--- src/rtl/alu_seq_pkg.sv ---
// Shared types and constants for the ALU command sequencer.
//   state_t          : sequencer FSM states
//   DEF_CMD_OPER     : default opcode of a full frame (opcode, A, B, FUN)
//   DEF_CMD_NOOPER   : default opcode of a short frame (opcode, FUN)
//   RESULT_BYTES     : number of bytes the ALU result is split into
package alu_seq_pkg;

  localparam int unsigned DEF_DATA_WIDTH = 8;
  localparam int unsigned FUN_WIDTH      = 4;
  localparam int unsigned RESULT_BYTES   = 2;

  localparam logic [7:0] DEF_CMD_OPER   = 8'hCC;
  localparam logic [7:0] DEF_CMD_NOOPER = 8'hDD;

  typedef enum logic [2:0] {
    ST_IDLE     = 3'd0,
    ST_GET_A    = 3'd1,
    ST_GET_B    = 3'd2,
    ST_GET_FUN  = 3'd3,
    ST_ALU_RUN  = 3'd4,
    ST_ALU_WAIT = 3'd5,
    ST_SEND_LO  = 3'd6,
    ST_SEND_HI  = 3'd7
  } state_t;

  // States in which a frame byte is expected and the timeout runs.
  function automatic logic is_get_state(input state_t s);
    return (s == ST_GET_A) || (s == ST_GET_B) || (s == ST_GET_FUN);
  endfunction

  // States in which an incoming byte cannot be used and is dropped.
  function automatic logic is_busy_state(input state_t s);
    return (s == ST_ALU_RUN) || (s == ST_ALU_WAIT) ||
           (s == ST_SEND_LO) || (s == ST_SEND_HI);
  endfunction

endpackage

--- src/rtl/alu_seq_frame_timer.sv ---
// Inter-byte timeout counter for frame reception.
//   CLK      : system clock, rising edge
//   RST      : synchronous active-high reset
//   clr      : clears the count (new state entry or accepted byte)
//   en       : count while a frame byte is awaited
//   expire_c : combinational, high in the cycle the count reaches TIMEOUT_CYC-1
module alu_seq_frame_timer #(
  parameter int unsigned TIMEOUT_CYC = 1024
) (
  input  logic CLK,
  input  logic RST,
  input  logic clr,
  input  logic en,
  output logic expire_c
);

  localparam int unsigned CNT_W = (TIMEOUT_CYC > 2) ? $clog2(TIMEOUT_CYC) : 1;
  localparam logic [CNT_W-1:0] CNT_LAST = CNT_W'(TIMEOUT_CYC - 1);

  logic [CNT_W-1:0] cnt_q;

  assign expire_c = en && (cnt_q == CNT_LAST);

  // Count saturates at the last value; the FSM leaves the GET state on expiry.
  always_ff @(posedge CLK) begin
    if (RST) begin
      cnt_q <= '0;
    end else if (clr) begin
      cnt_q <= '0;
    end else if (en && !expire_c) begin
      cnt_q <= cnt_q + CNT_W'(1);
    end
  end

endmodule

--- src/rtl/alu_seq_ctrl.sv ---
// Command sequencer between the RX frame decoder, the shared ALU and the
// TX serializer. Parses opcode frames, loads ALU operands, fires ALU_EN,
// captures the result and returns it LSB first as two bytes.
//   CLK, RST               : clock, synchronous active-high reset
//   RX_DATA, RX_VALID      : received byte stream
//   ALU_A, ALU_B, ALU_FUN  : registered ALU operands / function
//   ALU_EN                 : one-cycle ALU enable
//   ALU_OUT, ALU_OUT_VALID : ALU result and (sticky) valid
//   TX_DATA, TX_VALID      : result bytes to transmitter, held until accepted
//   TX_BUSY                : transmitter backpressure
//   CTRL_BUSY              : high whenever not idle
//   CMD_ERR                : pulse on bad opcode, frame timeout, missing result
//   RX_DROP                : pulse on a byte arriving while none is expected
module alu_seq_ctrl
  import alu_seq_pkg::*;
#(
  parameter int unsigned DATA_WIDTH  = DEF_DATA_WIDTH,
  parameter int unsigned TIMEOUT_CYC = 1024,
  parameter logic [DATA_WIDTH-1:0] CMD_OPER   = DATA_WIDTH'(DEF_CMD_OPER),
  parameter logic [DATA_WIDTH-1:0] CMD_NOOPER = DATA_WIDTH'(DEF_CMD_NOOPER),
  localparam int unsigned OUT_WIDTH = RESULT_BYTES * DATA_WIDTH
) (
  input  logic                  CLK,
  input  logic                  RST,
  input  logic [DATA_WIDTH-1:0] RX_DATA,
  input  logic                  RX_VALID,
  output logic [DATA_WIDTH-1:0] ALU_A,
  output logic [DATA_WIDTH-1:0] ALU_B,
  output logic [FUN_WIDTH-1:0]  ALU_FUN,
  output logic                  ALU_EN,
  input  logic [OUT_WIDTH-1:0]  ALU_OUT,
  input  logic                  ALU_OUT_VALID,
  output logic [DATA_WIDTH-1:0] TX_DATA,
  output logic                  TX_VALID,
  input  logic                  TX_BUSY,
  output logic                  CTRL_BUSY,
  output logic                  CMD_ERR,
  output logic                  RX_DROP
);

  state_t state_q, state_d;

  logic [DATA_WIDTH-1:0] alu_a_d, alu_b_d, tx_data_d;
  logic [FUN_WIDTH-1:0]  alu_fun_d;
  logic [OUT_WIDTH-1:0]  result_q, result_d;
  logic alu_en_d, tx_valid_d, ctrl_busy_d, cmd_err_d, rx_drop_d;

  logic in_get_c, tmr_clr_c, tmr_expire_c, tx_xfer_c;

  assign in_get_c  = is_get_state(state_q);
  // Clearing outside GET states makes every GET entry start from zero.
  assign tmr_clr_c = !in_get_c || RX_VALID;
  assign tx_xfer_c = TX_VALID && !TX_BUSY;

  alu_seq_frame_timer #(
    .TIMEOUT_CYC (TIMEOUT_CYC)
  ) u_frame_timer (
    .CLK      (CLK),
    .RST      (RST),
    .clr      (tmr_clr_c),
    .en       (in_get_c),
    .expire_c (tmr_expire_c)
  );

  // State register.
  always_ff @(posedge CLK) begin
    if (RST) begin
      state_q <= ST_IDLE;
    end else begin
      state_q <= state_d;
    end
  end

  // Next state and next values of all registered outputs.
  always_comb begin
    state_d    = state_q;
    alu_a_d    = ALU_A;
    alu_b_d    = ALU_B;
    alu_fun_d  = ALU_FUN;
    alu_en_d   = 1'b0;
    cmd_err_d  = 1'b0;
    rx_drop_d  = 1'b0;
    result_d   = result_q;
    tx_data_d  = TX_DATA;
    tx_valid_d = 1'b0;

    case (state_q)
      ST_IDLE: begin
        if (RX_VALID) begin
          if (RX_DATA == CMD_OPER) begin
            state_d = ST_GET_A;
          end else if (RX_DATA == CMD_NOOPER) begin
            state_d = ST_GET_FUN;
          end else begin
            cmd_err_d = 1'b1;
          end
        end
      end
      // An arriving byte takes priority over a coincident timeout.
      ST_GET_A: begin
        if (RX_VALID) begin
          alu_a_d = RX_DATA;
          state_d = ST_GET_B;
        end else if (tmr_expire_c) begin
          cmd_err_d = 1'b1;
          state_d   = ST_IDLE;
        end
      end
      ST_GET_B: begin
        if (RX_VALID) begin
          alu_b_d = RX_DATA;
          state_d = ST_GET_FUN;
        end else if (tmr_expire_c) begin
          cmd_err_d = 1'b1;
          state_d   = ST_IDLE;
        end
      end
      ST_GET_FUN: begin
        if (RX_VALID) begin
          alu_fun_d = RX_DATA[FUN_WIDTH-1:0];
          alu_en_d  = 1'b1;
          state_d   = ST_ALU_RUN;
        end else if (tmr_expire_c) begin
          cmd_err_d = 1'b1;
          state_d   = ST_IDLE;
        end
      end
      ST_ALU_RUN: begin
        state_d = ST_ALU_WAIT;
      end
      // OUT_VALID is sticky in the ALU, so it is only meaningful here.
      ST_ALU_WAIT: begin
        if (ALU_OUT_VALID) begin
          result_d = ALU_OUT;
          state_d  = ST_SEND_LO;
        end else begin
          cmd_err_d = 1'b1;
          state_d   = ST_IDLE;
        end
      end
      ST_SEND_LO: begin
        if (tx_xfer_c) begin
          state_d = ST_SEND_HI;
        end
      end
      ST_SEND_HI: begin
        if (tx_xfer_c) begin
          state_d = ST_IDLE;
        end
      end
      default: begin
        state_d = ST_IDLE;
      end
    endcase

    if (RX_VALID && is_busy_state(state_q)) begin
      rx_drop_d = 1'b1;
    end

    // TX byte mux follows the state being entered, so TX_DATA is stable
    // for as long as a send state is held under backpressure.
    case (state_d)
      ST_SEND_LO: begin
        tx_valid_d = 1'b1;
        tx_data_d  = result_d[DATA_WIDTH-1:0];
      end
      ST_SEND_HI: begin
        tx_valid_d = 1'b1;
        tx_data_d  = result_d[OUT_WIDTH-1 -: DATA_WIDTH];
      end
      default: begin
        tx_valid_d = 1'b0;
      end
    endcase

    ctrl_busy_d = (state_d != ST_IDLE);
  end

  // Output and datapath registers.
  always_ff @(posedge CLK) begin
    if (RST) begin
      ALU_A     <= '0;
      ALU_B     <= '0;
      ALU_FUN   <= '0;
      ALU_EN    <= 1'b0;
      TX_DATA   <= '0;
      TX_VALID  <= 1'b0;
      CTRL_BUSY <= 1'b0;
      CMD_ERR   <= 1'b0;
      RX_DROP   <= 1'b0;
      result_q  <= '0;
    end else begin
      ALU_A     <= alu_a_d;
      ALU_B     <= alu_b_d;
      ALU_FUN   <= alu_fun_d;
      ALU_EN    <= alu_en_d;
      TX_DATA   <= tx_data_d;
      TX_VALID  <= tx_valid_d;
      CTRL_BUSY <= ctrl_busy_d;
      CMD_ERR   <= cmd_err_d;
      RX_DROP   <= rx_drop_d;
      result_q  <= result_d;
    end
  end

endmodule

--- config.mk ---
export PLATFORM = sky130hd
export DESIGN_NAME = alu_seq_ctrl
export DESIGN_NICKNAME = d
export VERILOG_FILES = /design/src/rtl/alu_seq_pkg.sv /design/src/rtl/alu_seq_frame_timer.sv /design/src/rtl/alu_seq_ctrl.sv
export SDC_FILE = /design/constraint.sdc
export NUM_CORES = 1
export LEC_CHECK = 0
export ABC_CLOCK_PERIOD_IN_PS = 2640
export BUFFER_PORTS_ARGS = -buffer_cell sky130_fd_sc_hd__buf_2
export CAP_MARGIN = 20
export CORE_AREA = 2 2 69 97
export CTS_CLUSTER_SIZE = 25
export DETAILED_ROUTE_END_ITERATION = 10
export DIE_AREA = 0 0 71 99
export PLACE_DENSITY = 0.74
export SLEW_MARGIN = 40
export SYNTH_ARGS = -nofsm -noshare
export SYNTH_HDL_FRONTEND = slang
export SYNTH_HIERARCHICAL = 1
export SYNTH_SLANG_ARGS = --single-unit
--- constraint.sdc ---
create_clock -name CLK -period 2.64 [get_ports CLK]
set_clock_uncertainty 0.2 [all_clocks]
set_input_delay 0.528 -clock CLK [delete_from_list [all_inputs] [get_ports CLK]]
set_output_delay 0.528 -clock CLK [all_outputs]
set_load 0.01 [all_outputs]
; ---- Word-level counts from Yosys, hierarchy flattened
; Index checks and enable logic that the tools add are counted.
[word_totals]
register_bits = 62
input_bits = 29
out_inout_bits = 33
word_cells = 73
[classes]
add_sub_neg = 1
eq_ne = 12
mux = 24
bitwise = 1
reduce_logical = 23
[op_table]
columns = op, count
row1 = $mux W16, 2
row2 = $mux W3, 10
row3 = $pmux W3 S8, 1
row4 = $eq A3 B3 Y1 const B, 6
row5 = $eq A8 B8 Y1 const B, 2
row6 = $pmux W8 S2, 1
row7 = $add A10 B1 Y10 const B, 1
row8 = $eq A10 B10 Y1 const B, 1
row9 = $mux W1, 9
row10 = $eq A3 B2 Y1 const B, 2
row11 = $logic_or A1 B1 Y1, 6
row12 = $reduce_and A2 Y1, 3
row13 = $reduce_or A2 Y1, 3
row14 = $logic_and A1 B1 Y1, 4
row15 = $eq A3 B1 Y1 const B, 1
row16 = $logic_not A1 Y1, 3
row17 = $logic_not A3 Y1, 1
row18 = $pmux W1 S3, 1
row19 = $reduce_bool A3 Y1, 1
row20 = $reduce_or A3 Y1, 1
row21 = $reduce_bool A2 Y1, 1
row22 = $not A1 Y1, 1

; ---- Longest topological paths before layout
[logic_depth]
depth_word = 10
mapped_depth = 13
mapped_depth_nobuf = 9

; ---- Modules after synthesis
; The synthesis kept the hierarchy.
[modules_own_cells]
columns = mod, instances, cells_per_inst, area_per_inst_um2
row1 = alu_seq_ctrl, 1, 241, 2292.2
row2 = alu_seq_frame_timer, 1, 72, 640.6

; ---- Worst setup path before layout
; OpenSTA, ideal clock, no wires.
[synth_path]
path_kind = register -> register
from = register state_q[2]
to = register CTRL_BUSY
setup_time_ns = 0.147
arrival_time_ns = 2.464
required_ns = 2.293
slack_ns = -0.171
stages_incl_launch_ff = 14
path_buffers = 5
period_less_slack_ns = 2.811
cell_sequence = dfxtp_1 -> buf_2 -> clkbuf_1 -> clkbuf_1 -> nor2_1 -> buf_4 -> nand3_1 -> nor3_1 -> or3b_1 -> o21ai_2 -> a211oi_4 -> and2_4 -> buf_6 -> a41oi_1
[synth_via]
elab_chain_cells = 8
word_cells_on_any_way = 22
cone_classes = eq/ne: 7 / mux: 10 / reduce/logical: 5
[synth_rtl]
columns = item, line_no
row1 = start: declaration, alu_seq_ctrl.sv:41  ; state_t state_q, state_d;
row2 = start signal: assignment, alu_seq_ctrl.sv:70  ; state_q <= state_d;
row3 = $eq A3 B1 Y1 / $eq A3 B2 Y1 (equally long branches), alu_seq_pkg.sv:28  ; return (s == ST_GET_A) || (s == ST_GET_B) || (s == ST_GET_FUN);
row4 = $logic_or A1 B1 Y1, alu_seq_pkg.sv:28
row5 = $logic_or A1 B1 Y1 (*), alu_seq_pkg.sv:28
row6 = via in_get_c, alu_seq_ctrl.sv:48  ; logic in_get_c, tmr_clr_c, tmr_expire_c, tx_xfer_c;
row7 = $logic_and A1 B1 Y1 (*), alu_seq_frame_timer.sv:22  ; assign expire_c = en && (cnt_q == CNT_LAST);
row8 = via tmr_expire_c, alu_seq_ctrl.sv:48
row9 = $mux W3 (*), "alu_seq_ctrl.sv:104, alu_seq_ctrl.sv:113, alu_seq_ctrl.sv:123"
row10 = $mux W3 (on tied branches), "alu_seq_ctrl.sv:119, alu_seq_ctrl.sv:101, alu_seq_ctrl.sv:110"
row11 = $pmux W3 S8 (*), alu_seq_ctrl.sv:87  ; case (state_q)
row12 = $reduce_bool A3 Y1 (*), alu_seq_ctrl.sv:176  ; ctrl_busy_d = (state_d != ST_IDLE);
row13 = end signal: assignment, alu_seq_ctrl.sv:199  ; CTRL_BUSY <= ctrl_busy_d;
row14 = end: declaration, alu_seq_ctrl.sv:36  ; output logic CTRL_BUSY,
; The timed path passes the listed nets; every way through them passes the cells marked *.
; A chain may end at the register's enable or synchronous reset.

; ---- Worst setup path in the final report
[layout_path]
from = register u_frame_timer.cnt_q[0]
to = register TX_DATA[0]
[layout_via]
elab_chain_cells = 7
word_cells_on_any_way = 11
cone_classes = eq/ne: 3 / mux: 6 / reduce/logical: 2
[layout_rtl]
columns = item, line_no
row1 = start: declaration, alu_seq_frame_timer.sv:20  ; logic [CNT_W-1:0] cnt_q;
row2 = start signal: assignment, alu_seq_frame_timer.sv:31  ; cnt_q <= cnt_q + CNT_W'(1);
row3 = $eq A10 B10 Y1 (*), alu_seq_frame_timer.sv:22
row4 = $logic_and A1 B1 Y1 (*), alu_seq_frame_timer.sv:22
row5 = via tmr_expire_c, alu_seq_ctrl.sv:48
row6 = $mux W3 (*), "alu_seq_ctrl.sv:104, alu_seq_ctrl.sv:113, alu_seq_ctrl.sv:123"
row7 = $mux W3 (on tied branches), "alu_seq_ctrl.sv:119, alu_seq_ctrl.sv:101, alu_seq_ctrl.sv:110"
row8 = $pmux W3 S8 (*), alu_seq_ctrl.sv:87
row9 = $eq A3 B3 Y1, alu_seq_ctrl.sv:162  ; case (state_d)
row10 = $pmux W8 S2 / $reduce_bool A2 Y1 (equally long branches), n/a
row11 = end signal: assignment, alu_seq_ctrl.sv:197  ; TX_DATA <= tx_data_d;
row12 = end: declaration, alu_seq_ctrl.sv:33  ; output logic [DATA_WIDTH-1:0] TX_DATA,
; Marks and branches as above.

==> impl_metrics.csv <==
group,metric,value,unit
clocking,cts.clk_slew.worst_paths,70,ps
die,ios,62,
sta,period_minus_slack,2360,ps
worst_hold_path,hold_end,"result_q[0]",
setup_path,r2r_start,"u_frame_timer/cnt_q[0]",
power_and_ir_drop,p_per_area,699,nW/um2
worst_hold_path,hold_class,"input pin to flip-flop",
sta,setup_violations,0,
synth,postSynthCellCount,313,
synth,async_flop_share,0,%
synth,synth_cell_types,54,
power_and_ir_drop,power_frac_clock,38.0,%
placed_design,dpl.hpwl,4820,um
synth,synth_seq_area_share,42.3,%
clocking,cts_tree,"done",
die,die_y,99,um
sta,setup-tns-final,0,ps
synth,ys.flop_type,"dfxtp_1",
drt,post-route-drc-count,0,
placed_design,place.gp.congestion,0.785,
drt,final_antenna_net_count,0,
power_and_ir_drop,switching_share,30.1,%
clocking,hold_buffers,0,
drt,first_pass_iters,4,
sta,finalCritPeriodShare,89.5,%
die,coreArea,6170,um2
die,rows,34,
power_and_ir_drop,p_int,1710,uW
global_routing,grt_antenna_before_repair,0,
setup_path,worstSetupPathType,"flip-flop to flip-flop",
sta,fin_hold_ws,237,ps
final_layout,layout_commonest_cell,"dfxtp_1",
final_layout,fillers,555,
global_routing,grt_pass1_vias,2512,
global_routing,grtUsageTotal,20.7,%
setup_path,crit_path_start_kind,"flip-flop",
outcome,status,"finished clean",
setup_path,r2r.worst_path.cells,9,
drt,vias_per_cell,5.59,
setup_path,r2r_setup_slack,280,ps
setup_path,cp.required,2700,ps
global_routing,grt_pass1_wl,11400,um
setup_path,reg2reg_to,"TX_DATA[0]",
final_layout,diodes,0,
synth,netlist_area,2930,um2
global_routing,grt_max_degree,28,
power_and_ir_drop,peakVddDrop,456,uV
synth,ys_seq_elements,62,
clocking,cts_root_buf,"clkbuf_8",
power_and_ir_drop,switchingPower,735,uW
sta,slew_headroom,64.9,%
clocking,clock_latency,350,ps
worst_hold_path,min_from,"ALU_OUT[0]",
synth,syn_avg_cell_area,9.37,um2
drt,num_vias,2519,
sta,worstMarginPinSlew,526,ps
worst_hold_path,hold_path_depth,3,
drt,wire_per_inst,14.9,um
clocking,cts_setup_buffers,0,
power_and_ir_drop,seq_power_share,40.9,%
die,start_util,47.5,%
final_layout,drive_gt1_share,29.8,%
setup_path,cp-end-kind,"flip-flop",
clocking,cts_num_sinks,62,
sta,finalHoldViolCount,0,
sta,rsz0062_at_grt,"no",
final_layout,syn2layout_area_growth,19.1,%
clocking,cts_resized,0,
drt,drt_iter0_drc,130,
setup_path,crit_fanout,8,
sta,fmax,423,MHz
final_layout,final_cell_mix,"dfxtp_1 (62), buf_2 (61), nor2_1 (36)",
clocking,clock_path_buffers,2,
power_and_ir_drop,p_leak,0.00150,uW
synth,synth_nets,343,
synth,yosysWarnings,6,
clocking,htreeDepth,3,
setup_path,crit_arrival,2420,ps
final_layout,finalNetCount,404,
global_routing,grt-ovfl-total,0,
power_and_ir_drop,combPwrFrac,21.1,%
drt,routed_wl,6710,um
sta,final_max_slew_viol_count,0,
placed_design,port_buffers,61,
die,die_width,71,um
synth,synth-edff-count,0,
flow_run,max_cap_viol_count,0,
clocking,numCtsBuffers,9,
die,die-area,7030,um2
-- power groups by stage --
stage               clock, uW  combinational [uW]  sequential [uW]
floorplan                   0                 352             1040
global placement            0                 500             1020
detailed placement          0                 510             1020
CTS                       943                 512              998
global route              977                 563             1000
finish                    928                 514              998
-- cell type report --
type / count / area, um2 / area share [%]
Clock buffer: 9 / 124 / 3.55
Timing Repair Buffer: 71 / 380 / 10.9
Clock inverter: 7 / 97.6 / 2.79
Inverter: 5 / 18.8 / 0.537
Sequential cell: 62 / 1240 / 35.5
Multi-Input combinational cell: 225 / 1540 / 44.1
Tap cell: 72 / 90.1 / 2.58
-- worst max-delay path by stage --
stage	start	endpoint	slack (ps)
floorplan	state_q[2]	CTRL_BUSY	20
global route	u_frame_timer/cnt_q[0]	CTRL_BUSY	160
CTS	u_frame_timer/cnt_q[0]	TX_DATA[0]	310
finish	u_frame_timer/cnt_q[0]	TX_DATA[0]	280
global placement	TX_BUSY	TX_DATA[1]	360
detailed placement	TX_BUSY	TX_DATA[0]	320
-- sequential cells by signal, indices dropped and copies added (netlist names) --
signal               flops
ALU_FUN                  4
ALU_A                    8
TX_DATA                  8
CMD_ERR                  1
state_q                  3
TX_VALID                 1
CTRL_BUSY                1
ALU_B                    8
ALU_EN                   1
u_frame_timer/cnt_q     10
RX_DROP                  1
result_q                16
-- stage by stage --
stage	cells	cell area (um2)	total power, uW	worst slack, ps	utilization [%]
after global placement	435	3270	1520	363	53.0
final	451	3490	2440	278	56.6
after detailed placement	435	3270	1530	321	53.0
after CTS	451	3490	2450	313	56.6
after floorplan	313	2940	1390	20.6	-
after global routing	451	3490	2540	162	56.6
-- logic make-up (layout without fill, tap and decap cells) --
family          after synthesis  in the layout  share of synthesized area (%)
simple gates                137            137                           25.0
buf+inv                      26             92                           5.33
flops                        62             62                           42.3
compound gates               54             54                           15.7
xor+xnor                      1              1                          0.299
fa+ha+maj                     1              1                          0.427
mux                          32             32                           10.9
-- worst max-delay path, cell delays in order (launching register included) --
cell      delay, ps
dfxtp_1         420
ha_1            260
nand3_1         210
nor3_2          250
or3b_1          170
o21ai_2          70
a211oi_4        230
buf_4           200
a21oi_1          90
a221oi_2        180
-- per-layer routing --
layer	GRT usage (%)	vias to the layer above	part of all wire (%)	wire, um
met2	35.7	75	51	3400
met1	22.9	1178	40	2690
met3	5.52	15	6.6	444
met4	11.0	0	2.5	168
met5	0	-	0	0
li1	-	1251	-	-
-- Yosys cell counts (2+ instances only) --
| cell | number | area share, % |
|---|---|---|
| dfxtp_1 | 62 | 42 |
| nor2_1 | 36 | 4.6 |
| mux2i_1 | 32 | 11 |
| nand2_1 | 31 | 4.0 |
| a21oi_1 | 20 | 3.4 |
| nand3_1 | 11 | 1.9 |
| clkbuf_1 | 10 | 1.3 |
| nand2b_1 | 10 | 2.1 |
| and3_1 | 9 | 1.9 |
| a221oi_2 | 7 | 3.6 |
| nor3_1 | 7 | 1.2 |
| and4_1 | 5 | 1.5 |
| o21ai_0 | 5 | 0.85 |
| a31oi_1 | 4 | 0.85 |
| buf_2 | 4 | 0.68 |
| buf_6 | 4 | 1.5 |
| inv_1 | 4 | 0.51 |
| nor4b_1 | 3 | 0.90 |
| a211oi_2 | 2 | 0.85 |
| a41oi_1 | 2 | 0.60 |
| and2_4 | 2 | 0.60 |
| buf_4 | 2 | 0.51 |
| nand3_2 | 2 | 0.68 |
| nand3b_1 | 2 | 0.51 |
| nand4_1 | 2 | 0.43 |
| nand4b_1 | 2 | 0.60 |
| nor2b_1 | 2 | 0.43 |
| nor3_2 | 2 | 0.68 |
| nor4_1 | 2 | 0.43 |
| o211ai_1 | 2 | 0.51 |
| or3_1 | 2 | 0.43 |
Power figures use the tool's default switching activity.
